## src/rtl/if_fetch_unit_pkg.sv

```systemverilog
// Shared constants and types for the instruction-fetch stage.
// Latency: n/a (declarations only).
// Backpressure: n/a.
package if_fetch_unit_pkg;

  localparam int INSTR_W = 32;
  localparam logic [INSTR_W-1:0] NOP_INSTR = '0;
  localparam int PC_INC = 4;

  // What the stage does on the coming edge; redirect outranks stall.
  typedef enum logic [1:0] {
    ACT_NORMAL   = 2'd0,
    ACT_STALL    = 2'd1,
    ACT_REDIRECT = 2'd2
  } fetch_act_e;

endpackage

```

## src/rtl/if_fetch_unit_if.sv

```systemverilog
// Instruction-memory request/response bus between fetch stage and imem.
// Latency: response data valid the cycle after a request.
// Backpressure: none on the bus; the fetch stage withholds requests instead.
// Signals: imem_req / imem_addr (master -> slave), imem_rdata (slave -> master).
interface if_fetch_unit_if #(
  parameter int ADDR_W = 32
);
  logic              imem_req;
  logic [ADDR_W-1:0] imem_addr;
  logic [31:0]       imem_rdata;

  modport master (output imem_req, output imem_addr, input imem_rdata);
  modport slave  (input imem_req, input imem_addr, output imem_rdata);
endinterface

```

## src/rtl/if_fetch_unit_fetch_skid_buf.sv

```systemverilog
// Single-entry buffer holding one fetched instruction across a stall.
// Latency: captured entry visible the cycle after capture_i.
// Backpressure: none; the owner only captures when the entry is free.
// Ports: clk/rst_n; flush_i, capture_i (+instr/pc), release_i; valid/instr/pc out.
module fetch_skid_buf
  import if_fetch_unit_pkg::*;
#(
  parameter int ADDR_W = 32
) (
  input  logic               clk,
  input  logic               rst_n,
  input  logic               flush_i,
  input  logic               capture_i,
  input  logic               release_i,
  input  logic [INSTR_W-1:0] cap_instr_i,
  input  logic [ADDR_W-1:0]  cap_pc_i,
  output logic               valid_o,
  output logic [INSTR_W-1:0] instr_o,
  output logic [ADDR_W-1:0]  pc_o
);

  logic               valid_q, valid_d;
  logic [INSTR_W-1:0] instr_q, instr_d;
  logic [ADDR_W-1:0]  pc_q, pc_d;

  // Flush beats capture: a redirect discards the wrong-path response.
  always_comb begin
    valid_d = valid_q;
    instr_d = instr_q;
    pc_d    = pc_q;
    if (flush_i) begin
      valid_d = 1'b0;
    end else if (capture_i) begin
      valid_d = 1'b1;
      instr_d = cap_instr_i;
      pc_d    = cap_pc_i;
    end else if (release_i) begin
      valid_d = 1'b0;
    end
  end

  always_ff @(posedge clk or negedge rst_n) begin
    if (!rst_n) begin
      valid_q <= 1'b0;
      instr_q <= NOP_INSTR;
      pc_q    <= '0;
    end else begin
      valid_q <= valid_d;
      instr_q <= instr_d;
      pc_q    <= pc_d;
    end
  end

  assign valid_o = valid_q;
  assign instr_o = instr_q;
  assign pc_o    = pc_q;

endmodule

```

## src/rtl/if_fetch_unit.sv

```systemverilog
// Instruction-fetch stage: owns the PC, fetches from imem, fills IF/ID.
// Latency: 2 cycles from request to instruction on the outputs.
// Backpressure: stall holds PC/outputs, in-flight response parked in a skid entry.
// Ports: clk, reset (async active-low), stall, redirect/redirect_pc,
//        imem bus (master), instr_out/pc_plus4_out/valid_out to IF/ID.
module if_fetch_unit
  import if_fetch_unit_pkg::*;
#(
  parameter logic [31:0] RESET_PC = 32'h0000_0000,
  parameter int          ADDR_W   = 32
) (
  input  logic               clk,
  input  logic               reset,
  input  logic               stall,
  input  logic               redirect,
  input  logic [ADDR_W-1:0]  redirect_pc,
  if_fetch_unit_if.master    imem,
  output logic [INSTR_W-1:0] instr_out,
  output logic [ADDR_W-1:0]  pc_plus4_out,
  output logic               valid_out
);

  fetch_act_e act;

  logic [ADDR_W-1:0]  pc_q, pc_d;
  logic               inflight_q, inflight_d;
  logic [ADDR_W-1:0]  inflight_pc_q, inflight_pc_d;
  logic               valid_q, valid_d;
  logic [INSTR_W-1:0] instr_q, instr_d;
  logic [ADDR_W-1:0]  pc4_q, pc4_d;

  logic               skid_valid;
  logic [INSTR_W-1:0] skid_instr;
  logic [ADDR_W-1:0]  skid_pc;

  always_comb begin
    if (redirect)   act = ACT_REDIRECT;
    else if (stall) act = ACT_STALL;
    else            act = ACT_NORMAL;
  end

  assign imem.imem_req  = reset & (act == ACT_NORMAL);
  assign imem.imem_addr = pc_q;

  // A response can only be pending in one place: inflight was set by the
  // previous normal cycle, which also drained the skid entry.
  fetch_skid_buf #(.ADDR_W(ADDR_W)) u_skid (
    .clk         (clk),
    .rst_n       (reset),
    .flush_i     (act == ACT_REDIRECT),
    .capture_i   ((act == ACT_STALL) && inflight_q),
    .release_i   ((act == ACT_NORMAL) && skid_valid),
    .cap_instr_i (imem.imem_rdata),
    .cap_pc_i    (inflight_pc_q),
    .valid_o     (skid_valid),
    .instr_o     (skid_instr),
    .pc_o        (skid_pc)
  );

  always_comb begin
    pc_d          = pc_q;
    inflight_d    = inflight_q;
    inflight_pc_d = inflight_pc_q;
    valid_d       = valid_q;
    instr_d       = instr_q;
    pc4_d         = pc4_q;
    case (act)
      ACT_REDIRECT: begin
        // Low two bits of the target are dropped to keep fetches word-aligned.
        pc_d       = redirect_pc & ~ADDR_W'(3);
        inflight_d = 1'b0;
        valid_d    = 1'b0;
        instr_d    = NOP_INSTR;
      end
      ACT_STALL: begin
        inflight_d = 1'b0;
      end
      ACT_NORMAL: begin
        pc_d          = pc_q + ADDR_W'(PC_INC);
        inflight_d    = 1'b1;
        inflight_pc_d = pc_q;
        if (skid_valid) begin
          valid_d = 1'b1;
          instr_d = skid_instr;
          pc4_d   = skid_pc + ADDR_W'(PC_INC);
        end else if (inflight_q) begin
          valid_d = 1'b1;
          instr_d = imem.imem_rdata;
          pc4_d   = inflight_pc_q + ADDR_W'(PC_INC);
        end else begin
          // Bubble: pc_plus4_out keeps its last value.
          valid_d = 1'b0;
          instr_d = NOP_INSTR;
        end
      end
      default: begin
        pc_d = pc_q;
      end
    endcase
  end

  always_ff @(posedge clk or negedge reset) begin
    if (!reset) begin
      pc_q          <= ADDR_W'(RESET_PC);
      inflight_q    <= 1'b0;
      inflight_pc_q <= '0;
      valid_q       <= 1'b0;
      instr_q       <= NOP_INSTR;
      pc4_q         <= '0;
    end else begin
      pc_q          <= pc_d;
      inflight_q    <= inflight_d;
      inflight_pc_q <= inflight_pc_d;
      valid_q       <= valid_d;
      instr_q       <= instr_d;
      pc4_q         <= pc4_d;
    end
  end

  assign valid_out    = valid_q;
  assign instr_out    = instr_q;
  assign pc_plus4_out = pc4_q;

endmodule

```

## src/flat_wrapper.sv

```systemverilog
// flat-port wrapper written by rule: the top's interface ports become plain ports
module if_fetch_unit_flat import if_fetch_unit_pkg::*;
#(
  parameter logic [31:0] RESET_PC = 32'h0000_0000,
  parameter int          ADDR_W   = 32
)
  (clk, reset, stall, redirect, redirect_pc, instr_out, pc_plus4_out, valid_out, imem_imem_req, imem_imem_addr, imem_imem_rdata);
  if_fetch_unit_if #(.ADDR_W(ADDR_W)) imem_i ();
  input  logic clk;
  input  logic reset;
  input  logic stall;
  input  logic redirect;
  input  logic [ADDR_W-1:0] redirect_pc;
  output logic [INSTR_W-1:0] instr_out;
  output logic [ADDR_W-1:0] pc_plus4_out;
  output logic valid_out;
  output wire logic [$bits(imem_i.imem_req)-1:0] imem_imem_req;
  output wire logic [$bits(imem_i.imem_addr)-1:0] imem_imem_addr;
  input wire logic [$bits(imem_i.imem_rdata)-1:0] imem_imem_rdata;
  assign imem_imem_req = imem_i.imem_req;
  assign imem_imem_addr = imem_i.imem_addr;
  assign imem_i.imem_rdata = imem_imem_rdata;
  if_fetch_unit #(.RESET_PC(RESET_PC), .ADDR_W(ADDR_W)) u_core (.clk(clk), .reset(reset), .stall(stall), .redirect(redirect), .redirect_pc(redirect_pc), .imem(imem_i), .instr_out(instr_out), .pc_plus4_out(pc_plus4_out), .valid_out(valid_out));
endmodule
```

## config.mk

```make
export PLATFORM = sky130hd
export DESIGN_NAME = if_fetch_unit_flat
export DESIGN_NICKNAME = d
export VERILOG_FILES = /design/src/rtl/if_fetch_unit_pkg.sv /design/src/rtl/if_fetch_unit_if.sv /design/src/rtl/if_fetch_unit_fetch_skid_buf.sv /design/src/rtl/if_fetch_unit.sv /design/src/flat_wrapper.sv
export SDC_FILE = /design/constraint.sdc
export NUM_CORES = 1
export LEC_CHECK = 0
export CAP_MARGIN = 20
export CORE_UTILIZATION = 53
export DETAILED_ROUTE_END_ITERATION = 12
export GPL_TIMING_DRIVEN = 0
export PLACE_DENSITY = 0.82
export SYNTH_ARGS = -nofsm -noshare
export SYNTH_HDL_FRONTEND = slang
export SYNTH_SLANG_ARGS = --single-unit
```

## constraint.sdc

```tcl
create_clock -name clk -period 4.3 [get_ports clk]
set_input_delay 0.86 -clock clk [delete_from_list [all_inputs] [get_ports clk]]
set_output_delay 0.86 -clock clk [all_outputs]
set_load 0.02 [all_outputs]
```

# Word level (Yosys, flattened, before mapping)
# Cells that the tools add are included.
# classes
add_sub_neg	3
n_eq_ne	2
n_mux	15
bitwise	2
n_reduce_logical	10
# ops
cell	count
two-way mux 32 bit	4
case mux 32 bit (2 select lines)	2
adder 32 x 3 -> 32 bit (second input constant)	3
two-way mux 1 bit	6
nonzero test 2 bit	3
case mux 1 bit (2 select lines)	2
AND reduction 2 bit	2
nonzero test 3 bit	1
== test 2 x 1 -> 1 bit (second input constant)	1
== test 2 bit (second input constant)	1
logical AND 1 bit	2
logical NOT 2 bit	1
two-way mux 2 bit	1
OR reduction 2 bit	1
bitwise AND 1 bit	1
NOT 1 bit	1
# totals
ff_bits	195
input_bits	68

# Longest topological paths before layout
# Gate-level depths: netlist of the first run.
# logic_depth
word_depth	7
ltp_mapped	13

# Modules after synthesis
# A second synthesis of the first run with hierarchy kept.
# unflattened
cells_unflattened	796
area_unflattened_um2	9311.4
# by_module_without_submodules
module	instances	cells_each	area_each_um2	seq_area_each_um2
if_fetch_unit	1	656	6570.1	3153.0
fetch_skid_buf	1	140	2741.4	1626.6

# Least setup slack after synthesis of the first run
# OpenSTA, ideal clock, no wires.
# synth_path
path_kind	reg-to-reg
startpoint	register u_core.u_skid.valid_q, in the netlist u_core.u_skid.valid_o
endpoint	register u_core.pc4_q[30], in the netlist u_core.pc_plus4_out[30]
t_arrival_ns	3.215
slack_ns	1.014
stages_incl_launch_ff	14
n_path_buf	6
path_cell_list	dfrtp_1 -> buf_6 -> buf_2 -> buf_2 -> clkbuf_1 -> buf_1 -> mux2_2 -> ha_1 -> nand4b_1 -> a22oi_1 -> nand4_1 -> clkbuf_1 -> or4_1 -> nand3_1
# synth_between
elab_chain_len	2
# synth_lines
item	line_no	rtl
from (decl)	if_fetch_unit_fetch_skid_buf.sv:22	logic valid_q, valid_d;
from (signal assigned)	if_fetch_unit_fetch_skid_buf.sv:48	valid_q <= valid_d;
nonzero test 2 bit (no source line)	n/a	
AND reduction 2 bit (no source line)	n/a	
to (signal assigned)	if_fetch_unit.sv:116	pc4_q <= pc4_d;
to (decl)	if_fetch_unit.sv:30	logic [ADDR_W-1:0] pc4_q, pc4_d;
# Parallel ways exist; a longest one is shown, timed or not.
# A chain may end at the register's enable or synchronous reset.

# Worst setup path after layout of the first run
# layout_path
startpoint	input port redirect
endpoint	output port imem_imem_req
# layout_between
elab_chain_len	3
# layout_lines
item	line_no	rtl
from (decl)	flat_wrapper.sv:12	input logic redirect;
two-way mux 2 bit	if_fetch_unit.sv:37	if (redirect) act = ACT_REDIRECT;
logical NOT 2 bit	if_fetch_unit.sv:42	assign imem.imem_req = reset & (act == ACT_NORMAL);
bitwise AND 1 bit	if_fetch_unit.sv:42	
to (decl)	flat_wrapper.sv:17	output wire logic [$bits(imem_i.imem_req)-1:0] imem_imem_req;
# No other way between the ends.

==> impl_results.md, run 1 <==
* Status: finished, final reports clean
* Max_slew headroom at 0.344
* Synth top area share at 0.517
* Syn Inst Count at 853
* Vias/cell at 5.85
* Clock Skews at 0.00650 ns
* Power per Cell Area at 435 nW/um^2
* CTS hold repair buffers at 0
* Layout area overhead at 27.3%
* Min Hold Slack at 0.359 ns
* Net Sw Power at 1550 uW
* Clock Path Buffers at 2
* GR Overflow Total at 0
* Final Net Count at 1104
* Min Tclk post-route at 3.88 ns
* Final setup viols at 0
* Met2 wire len at 11.1 mm
* P_leak at 0.00476 uW
* M1 WL at 9.98 mm
* Highest metal used: met4
* Met3 WL post-DR at 1.65 mm
* Initial antenna violation count at 1
* Clk slew on worst S/H paths at 0.07 ns
* Post-route ant nets at 0
* Crit path max fanout at 10
* DIE WIDTH at 133 um
* Synth cell types at 45
* Fill cell count at 1249
* Routed wire length at 23.3 mm
* TritonCTS Sinks at 187
* # resized after CTS at 0
* DP Wirelength at 16.6 mm
* Worst path required time at 3.44 ns
* Register area share after synthesis at 0.517
* Worst-Skew Late Latency at 0.43 ns
* Sw Ratio at 0.310
* Average size of a mapped cell at 10.6 sq um
* Initial Utilization at 0.544
* Slew @ Worst Pin at 0.976 ns
* Max-Cap Viols at 0
* Clock share of power at 0.304
* Final Hold Fails at 0
* Port Buffers at 158
* Fin worst setup slack at 0.418 ns
* Combinational Power Share at 0.218
* Final GP Congestion at 0.912
* I/O pins at 166
* Ratio of cells with drive above 1 in the final layout at 0.146
* Remaining DRCs at 0
* Reg power frac at 0.478
* Placed inst area at 11000 sq um
* CTS tree: yes
* Die area at 17600 sq um
* Worst-case reg-to-reg path depth at 12
* Die H at 133 um
* Tcrit/Tclk final at 0.903
* Global Route Usage Sum at 0.273
* Max H-tree Level at 4
* Total Power at 5010 uW
* Vias in the first global route at 7327
* Num CTS Buffers at 17
* Synth Flop Type: dfrtp_1
* Starting DRT DRC Count at 649
* First-pass GRT wire length at 38.0 mm
* Unrepaired setup endpoints after global routing: no
* Worst vdd ir at 0.303 mV
* Peak Freq at 0.258 GHz
* Top cells by area, synth: dfrtp_1 (52%), mux2_2 (13%), nand2_1 (3.8%)
* Setup TNS Final at 0 ns
* Register bit total from synthesis at 187
* Most area-hungry cell type in the Yosys netlist: dfrtp_1
* Post-place setup slack at 0.134 ns
* Worst Setup Path Type: input port to output pin
* Largest net degree at the start of global routing at 120
* Drt pass-1 iters at 5
* Fin. max-slew vios at 0
* Post-synth EDFFs at 0
* Crit path DAT at 3.02 ns
* Hold Crit Class: input port to async pin
* Internal power at 3460 uW
* WL/cell at 18.4 um
* Ys async rst share at 1.00
* Post-layout instance area at 11500 sq um
* Clk root buf: clkbuf_16
* Crit end category: output pin
* Worst Setup Start Kind: input port
* Synth Warn # at 0
* Vias at 7417
* Core area at 16600 sq um
* Cell Area, Synth at 9050 sq um
* Row count at 47
==> synth_stat cells, types with 7 or more instances <==
master	number
nor2_1	73
nor3_1	9
clkbuf_1	39
o21ai_0	50
nand2_1	92
o211ai_1	7
a22oi_1	37
mux2i_1	20
dfrtp_1	187
nand3b_1	9
and3_1	9
a21oi_1	37
nand3_1	34
nand4b_1	7
mux2_2	103
nand4_1	24
xor2_1	19
xnor2_1	25
==> cell type report <==
class | count | area (sq um) | share of cell area
Antenna cell | 1 | 2.50 | 0.000217
Tap cell | 220 | 275 | 0.0239
Clock buffer | 17 | 425 | 0.0369
Timing Repair Buffer | 160 | 1620 | 0.141
Sequential cell | 187 | 4680 | 0.406
Clock inverter | 15 | 140 | 0.0122
Multi-Input combinational cell | 611 | 4130 | 0.358
Buffer | 55 | 240 | 0.0209
Inverter | 2 | 7.51 | 0.000652
==> routing by layer <==
metal  vias up  track usage
li1       3429            -
met5         -            0
met1      3694        0.358
met4         0        0.108
met2       258        0.437
met3        36       0.0682
==> power groups by stage <==
stage	Clock (uW)	Combinational (uW)	Sequential (uW)
final	1520	1090	2400
after global routing	1610	1190	2440
after CTS	1530	1100	2390
after detailed placement	0	1090	2420
after global placement	0	1060	2400
after floorplan	0	506	2470
==> cells by family (layout without fill, tap and decap cells) <==
family | count (synthesis) | after routing | share of synthesized area
muxes | 123 | 123 | 0.150
adders and majority gates | 2 | 2 | 0.00277
AOI/OAI and AO/OA | 151 | 151 | 0.103
and+or+nand+nor | 287 | 287 | 0.156
xor gates and xnor gates | 44 | 44 | 0.0426
buffers and inverters | 58 | 249 | 0.0278
other | 1 | 5 | 0.000414
DFF | 187 | 187 | 0.517
==> repair_timing <==
| action | CTS | global route |
|---|---|---|
| setup endpoints to repair | 0 | 5 |
| setup buffers | 0 | 0 |
| hold endpoints to repair | 0 | 0 |
==> flip-flops by register name, summed over array words and instances, names as in the netlist <==
signal                 count
u_core.u_skid.pc_o        30
u_core.u_skid.valid_o      1
u_core.imem.imem_addr     30
u_core.inflight_pc_q      30
u_core.valid_out           1
u_core.instr_out          32
u_core.pc_plus4_out       30
u_core.u_skid.instr_o     32
u_core.inflight_q          1
==> final timing paths <==
check / from / slack (ns) / end
min in group clk: u_core.pc_plus4_out[27] / 0.48 / u_core.pc_plus4_out[27]
worst max register to register: u_core.u_skid.valid_o / 0.48 / u_core.pc_plus4_out[30]
max in group asynchronous: reset / 3.00 / u_core.u_skid.pc_o[3]
worst max-delay path: redirect / 0.42 / imem_imem_req
worst min register to register: u_core.pc_plus4_out[27] / 0.48 / u_core.pc_plus4_out[27]
worst min-delay path: reset / 0.36 / u_core.imem.imem_addr[24]
==> worst max-delay path, stage by stage <==
cell             delay (ns)
clkdlybuf4s50_1        0.48
nor2_1                 0.46
clkbuf_1               0.44
and2_1                 0.19
clkdlybuf4s50_1        0.59
==> metrics by stage <==
stage | utilization | instances
floorplan | - | 856
global placement | 0.656 | 1234
finish | 0.692 | 1268
CTS | 0.692 | 1268
global route | 0.692 | 1268
detailed placement | 0.658 | 1236
==> cells in the final DEF, fill, tap and decap left out, types with 5 or more instances in the layout <==
| master | n |
|---|---|
| or4_1 | 6 |
| nor2b_1 | 6 |
| and3_1 | 9 |
| nor2_1 | 73 |
| a21oi_1 | 37 |
| nor3_1 | 9 |
| xnor2_1 | 25 |
| mux2_2 | 103 |
| a22oi_1 | 37 |
| buf_1 | 5 |
| xor2_1 | 19 |
| clkdlybuf4s50_1 | 157 |
| o21ai_0 | 50 |
| buf_4 | 5 |
| nand3_1 | 34 |
| nand3b_1 | 9 |
| mux2i_1 | 20 |
| buf_2 | 7 |
| clkbuf_1 | 38 |
| and4_1 | 5 |
| nand2_1 | 92 |
| nand4b_1 | 7 |
| clkbuf_16 | 17 |
| nand4_1 | 24 |
| nor4_1 | 5 |
| inv_6 | 5 |
| dfrtp_1 | 187 |
| o211ai_1 | 7 |
| clkinv_4 | 5 |
(Power assumes the default switching activity.)
==> inputs of run 2 (changes only) <==
- SETUP_SLACK_MARGIN: default -> 0.2
==> impl_results.md, run 2 (same netlist as run 1, synthesis figures left out) <==
* Die area at 17600 sq um (unchanged)
* Internal power at 3460 uW (about the same)
* CTS tree: yes (unchanged)
* Final Hold Fails at 0 (unchanged)
* Vias at 7476 (was 7417)
* Max-Cap Viols at 0 (unchanged)
* Power per Cell Area at 435 nW/um^2 (about the same)
* Final GP Congestion at 0.912 (unchanged)
* Crit end category: output pin (unchanged)
* Placed inst area at 11000 sq um (unchanged)
* Remaining DRCs at 0 (unchanged)
* Post-layout instance area at 11500 sq um (about the same)
* Crit-path cells: clkdlybuf4s50_1, nor2_1, clkbuf_1, and2_1, clkdlybuf4s50_1 (unchanged)
* Initial antenna violation count at 1 (unchanged)
* Routed wire length at 23.3 mm (about the same)
* Worst Setup Path Type: input port to output pin (unchanged)
* DP Wirelength at 16.6 mm (unchanged)
* Largest net degree at the start of global routing at 120 (unchanged)
* Fill cell count at 1247 (was 1249)
* Total Power at 5010 uW (about the same)
* Final setup viols at 0 (unchanged)
* Setup bufs post-CTS at 0 (unchanged)
* Tcrit/Tclk final at 0.903 (about the same)
* Clock Skews at 0.00689 ns (was 0.00650 ns)
* Port Buffers at 158 (unchanged)
* Core area at 16600 sq um (unchanged)
* Post-place setup slack at 0.134 ns (unchanged)
* Vias/cell at 5.89 (was 5.85)
* Clk root buf: clkbuf_16 (unchanged)
* Die H at 133 um (unchanged)
* Fin worst setup slack at 0.419 ns (was 0.418 ns)
* CP Buf/Inv Count at 3 (unchanged)
* GR Overflow Total at 0 (unchanged)
* Crit path max fanout at 10 (unchanged)
* Status: finished, final reports clean (unchanged)
* Peak Freq at 0.258 GHz (about the same)
* Clock share of power at 0.304 (about the same)
* Slew @ Worst Pin at 0.947 ns (was 0.976 ns)
* Multi-input logic area at 4130 sq um (about the same)
* Setup TNS Final at 0 ns (unchanged)
* I/O pins at 166 (unchanged)
* Worst path slowest cell: clkdlybuf4s50_1 (unchanged)
* Net Sw Power at 1550 uW (about the same)
* Combinational Power Share at 0.218 (about the same)
* Post-route ant nets at 0 (unchanged)
* Initial Utilization at 0.544 (unchanged)
* Storage element area at 4680 sq um (unchanged)
* DIE WIDTH at 133 um (unchanged)
* Worst Setup Start Kind: input port (unchanged)
* First-pass GRT wire length at 38.0 mm (about the same)
* Fin. max-slew vios at 0 (unchanged)
* Commonest non-fill, non-tap cell in the layout: dfrtp_1 (unchanged)
* Most frequent cells in the layout: dfrtp_1 (187), clkdlybuf4s50_1 (157), mux2_2 (103), nand2_1 (92), nor2_1 (73) (unchanged)
* TritonCTS Sinks at 187 (unchanged)
* Unrepaired setup endpoints after global routing: no (unchanged)
* Clk slew on worst S/H paths at 0.07 ns (about the same)
* Reg power frac at 0.478 (about the same)
* Global Route Usage Sum at 0.273 (about the same)
* WL/cell at 18.4 um (about the same)
* Layout area overhead at 27.4% (was 27.3%)
* Drt pass-1 iters at 6 (was 5)
* Worst path required time at 3.44 ns (about the same)
* Clock Path Buffers at 2 (unchanged)
* Cell repeated most along the worst path: clkdlybuf4s50_1 (unchanged)
* Final Net Count at 1105 (was 1104)
* Starting DRT DRC Count at 595 (was 649)
* Worst-Skew Late Latency at 0.43 ns (about the same)
* Ratio of cells with drive above 1 in the final layout at 0.149 (was 0.146)
* Max H-tree Level at 4 (unchanged)
* CTS hold repair buffers at 0 (unchanged)
* Sw Ratio at 0.310 (about the same)
* Delay-heaviest family, CP: buffers and inverters (unchanged)
* Worst vdd ir at 0.300 mV (was 0.303 mV)
* Num CTS Buffers at 17 (unchanged)
* Min Tclk post-route at 3.88 ns (about the same)
* P_leak at 0.00477 uW (was 0.00476 uW)
* Hold Crit Class: input port to async pin (unchanged)
* Vias in the first global route at 7325 (was 7327)
* Max_slew headroom at 0.364 (was 0.344)
* CP max stage delay at 0.59 ns (about the same)
* Crit path DAT at 3.02 ns (about the same)
* Row count at 47 (unchanged)
-- run 2: changes by cell type in the layout (fill, tap and decap cells not counted), sizes merged --
| cell | previous run | this run |
|---|---|---|
| buf | 20 | 19 |
| clkbuf | 55 | 57 |
-- run 2: power by group through the flow --
| stage | clock, uW | combinational, uW | sequential [uW] |
|---|---|---|---|
| final | 1520 | 1090 | 2400 |
| after global routing | 1610 | 1190 | 2440 |
| after CTS | 1530 | 1100 | 2390 |
| after detailed placement | 0 | 1090 | 2420 |
| after global placement | 0 | 1060 | 2400 |
| after floorplan | 0 | 506 | 2470 |
-- run 2: area by class of cell --
type,instances,area share
multi-input combinational,611,0.359
buffer,56,0.0214
inverter,2,0.000651
sequential,187,0.406
timing repair buffer,160,0.140
antenna,1,0.000217
clock inverter,15,0.0122
tap,220,0.0239
clock buffer,17,0.0369
-- run 2: per-stage QoR --
stage,utilization,std cells,hold slack [ns]
after floorplan,-,856,0.474
after global placement,0.656,1234,0.463
after detailed placement,0.658,1236,0.470
after CTS,0.692,1268,0.389
after global routing,0.693,1269,0.399
final,0.693,1269,0.361
-- run 2: path summary, 6_finish.rpt --
kind,start,end,slack [ns],depth (start not counted)
worst min-delay path,reset,u_core.imem.imem_addr[24],0.36,1
max in group asynchronous,reset,u_core.instr_out[24],3.00,2
worst min register to register,u_core.pc_plus4_out[12],u_core.pc_plus4_out[12],0.48,2
worst max-delay path,redirect,imem_imem_req,0.42,5
min in group clk,u_core.pc_plus4_out[12],u_core.pc_plus4_out[12],0.48,2
worst max register to register,u_core.u_skid.valid_o,u_core.pc_plus4_out[30],0.58,13
-- run 2: metal layers --
| metal | wire [um] | vias to the layer above | track usage |
|---|---|---|---|
| li1 | - | 3439 | - |
| met1 | 9880 | 3689 | 0.359 |
| met2 | 11200 | 302 | 0.437 |
| met3 | 1710 | 46 | 0.0678 |
| met4 | 529 | 0 | 0.108 |
| met5 | 0 | - | 0 |
-- run 2: what timing repair did --
item                                    CTS  global route
endpoints found under the setup margin    3             5
gates resized for setup                   1             2
cloned                                    0             0
==> variant: new RTL, flow settings as in run 2 <==
`ADDR_W` is set to 32 in 4 places; all go to 64.
--- a/src/rtl/if_fetch_unit_if.sv
+++ b/src/rtl/if_fetch_unit_if.sv
@@ -3,7 +3,7 @@
 // Backpressure: none on the bus; the fetch stage withholds requests instead.
 // Signals: imem_req / imem_addr (master -> slave), imem_rdata (slave -> master).
 interface if_fetch_unit_if #(
-  parameter int ADDR_W = 32
+  parameter int ADDR_W = 64
 );
   logic              imem_req;
   logic [ADDR_W-1:0] imem_addr;
--- a/src/rtl/if_fetch_unit_fetch_skid_buf.sv
+++ b/src/rtl/if_fetch_unit_fetch_skid_buf.sv
@@ -5,7 +5,7 @@
 module fetch_skid_buf
   import if_fetch_unit_pkg::*;
 #(
-  parameter int ADDR_W = 32
+  parameter int ADDR_W = 64
 ) (
   input  logic               clk,
   input  logic               rst_n,
--- a/src/rtl/if_fetch_unit.sv
+++ b/src/rtl/if_fetch_unit.sv
@@ -7,7 +7,7 @@
   import if_fetch_unit_pkg::*;
 #(
   parameter logic [31:0] RESET_PC = 32'h0000_0000,
-  parameter int          ADDR_W   = 32
+  parameter int          ADDR_W   = 64
 ) (
   input  logic               clk,
   input  logic               reset,
--- a/src/flat_wrapper.sv
+++ b/src/flat_wrapper.sv
@@ -2,7 +2,7 @@
 module if_fetch_unit_flat import if_fetch_unit_pkg::*;
 #(
   parameter logic [31:0] RESET_PC = 32'h0000_0000,
-  parameter int          ADDR_W   = 32
+  parameter int          ADDR_W   = 64
 )
   (clk, reset, stall, redirect, redirect_pc, instr_out, pc_plus4_out, valid_out, imem_imem_req, imem_imem_addr, imem_imem_rdata);
   if_fetch_unit_if #(.ADDR_W(ADDR_W)) imem_i ();
Ports: changed (resized imem_imem_addr, pc_plus4_out and redirect_pc); port bits go from 166 to 262. No check against the original RTL was run, so the function may have changed too.
==> variant against run 2 <==
  * Clock skew rose by 0.012 ns
  * Die area grew 75%
  * Via count grew 83%
  * Critical path type is now reg -> reg
  * Area after synthesis up 77%
  * Clock power rose by 89%
  * Cell area is 76% higher
  * Wire length increased by 120%
  * Largest power group unchanged
  * Highest routed layer unchanged
  * Total power is 83% higher
  * Worst setup slack got worse by 0.16 ns
  * Register-to-register slack got worse by 0.32 ns
  * Global-route usage rose by 6.0 points
  * Sequential cell count is 128 higher
==> variant: results <==
group,metric,value,unit
placed_design,dpl.cell_count,2190,
detailed_routing,vias,13682,
grt,antenna_found_initial,2,
outcome,outcome,"finished clean",
synthesis,async_flop_share,1.00,
setup_path,arrival,4.45,ns
grt,grt_max_degree,121,
clocking,cts_made_buffers,34,
setup_path,ff2ff_setup_slack,0.26,ns
placed_design,pre_cts_ws,-1.15,ns
clocking,clkLatencyLatePin,0.52,ns
clocking,htreeDepth,2,
clocking,ctsLongestPathBuffers,3,
synthesis,synth_area_leaders,"dfrtp_1, mux2_2, nand2_1",
setup_path,reg2reg_depth,15,
sta,tightest_slew,1.01,ns
cells_and_area,layout-drive-gt1-share,0.151,
synthesis,yosysWarnings,0,
pwr,leakagePower,0.00816,uW
grt,grt.total_usage,0.334,
setup_path,r2r_end,"u_core.pc_plus4_out[54]",
clocking,path_clk_slew,0.06,ns
sta,finClkSkew,0.0194,ns
detailed_routing,wl,51100,um
synthesis,synth_cell_types,63,
placed_design,port_buffers,254,
sta,hold_viol_final,0,
setup_path,critPathMaxFanout,19,
pwr,ir_drop,0.313,mV
sta,period_share,0.939,
sta,maxSlewViolCount,0,
synthesis,synthTopCellsByCount,"dfrtp_1, nand2_1, mux2_2",
cells_and_area,nets,1942,
cells_and_area,nFillCells,2283,
detailed_routing,drt_iter0_drc,1219,
grt,grt_pass1_wl,79100,um
synthesis,yosysSeqAreaShare,0.493,
detailed_routing,drt_pass1_iterations,5,
clocking,cts_root_buffer,"clkbuf_16",
synthesis,synthFlopType,"dfrtp_1",
placed_design,place_hpwl,38000,um
setup_path,rr_startpoint,"u_core.u_skid.valid_o",
synthesis,syn_inst,1539,
detailed_routing,vias_per_cell,6.07,
placed_design,gp_congestion,0.987,
min_path,hp-class,"in -> async",
## variant: changes by cell type after synthesis, sizes merged, moves of 33 or more
| cell | before | now |
|---|---|---|
| mux2 | 103 | 177 |
| dfrtp | 187 | 315 |
| xnor2 | 25 | 58 |
| o21ai | 51 | 119 |
| nand2 | 92 | 179 |
| nand3 | 34 | 80 |
## variant: area by class of cell
type | instances | area (sq um) | area share
well taps | 390 | 488 | 0.0240
flip-flops and latches | 315 | 7880 | 0.388
clock buffers | 50 | 1000 | 0.0493
repair buffers | 263 | 2670 | 0.132
plain buffers | 90 | 448 | 0.0221
inverters | 12 | 45.0 | 0.00222
multi-input cells | 1124 | 7670 | 0.378
diodes | 1 | 2.50 | 0.000123
clock inverters | 9 | 86.3 | 0.00425
## variant: repair_timing
action / CTS / global route
setup endpoints to repair: 30 / 12
cloned: 0 / 1
buffers inserted: 3 / 1
pin swaps: 2 / 0
gates resized for setup: 14 / 5
hold buffers: 0 / 0
## variant: layer usage
metal	wire length (um)	share of wire	vias up	global-route usage
met5	0	0	-	0
met4	2080	0.041	0	0.148
met3	4150	0.081	128	0.0690
met2	23400	0.46	647	0.519
met1	21400	0.42	6782	0.452
li1	-	-	6125	-
## variant: cell families after synthesis
group           count (synthesis)  synth area share
mux                           221             0.152
flops                         315             0.493
compound gates                256            0.0964
buf+inv                       103            0.0284
simple gates                  536             0.170
other cells                     1          0.000235
fa+ha+maj                       2           0.00157
xor+xnor                      105            0.0576
## variant: through the flow
stage	hold slack [ns]	area [sq um]
finish	0.271	20300
global route	0.335	20300
detailed placement	0.470	19100
floorplan	0.474	16000
global placement	0.463	19000
CTS	0.314	20200
## variant: worst max-delay path by stage
stage | from | to | slack, ns | depth (start not counted)
after floorplan | u_core.u_skid.valid_o | u_core.pc_plus4_out[54] | 0.61 | 15
after global placement | reset | u_core.u_skid.instr_o[8] | -10.85 | 1
after detailed placement | u_core.u_skid.valid_o | u_core.pc_plus4_out[48] | -1.15 | 14
after CTS | reset | imem_imem_req | 0.21 | 5
after global routing | u_core.u_skid.valid_o | u_core.pc_plus4_out[54] | 0.17 | 15
final | u_core.u_skid.valid_o | u_core.pc_plus4_out[54] | 0.26 | 15
## variant: power by group
group,switching (uW),total (uW),internal (uW)
sequential,668,4220,3550
combinational,1030,2070,1040
clock,1190,2870,1680
total,2890,9160,6260
## variant: worst max-delay path, cell delays in order, from the launching register on
cell      delay, ns
dfrtp_2        0.47
buf_4          0.26
buf_4          0.25
buf_4          0.24
clkbuf_4       0.27
buf_8          0.25
mux2_2         0.20
ha_1           0.20
nand4_1        0.15
a22oi_2        0.20
buf_4          0.17
nand3_4        0.15
or2_0          0.29
clkbuf_1       0.19
o41a_1         0.42
o31ai_1        0.19
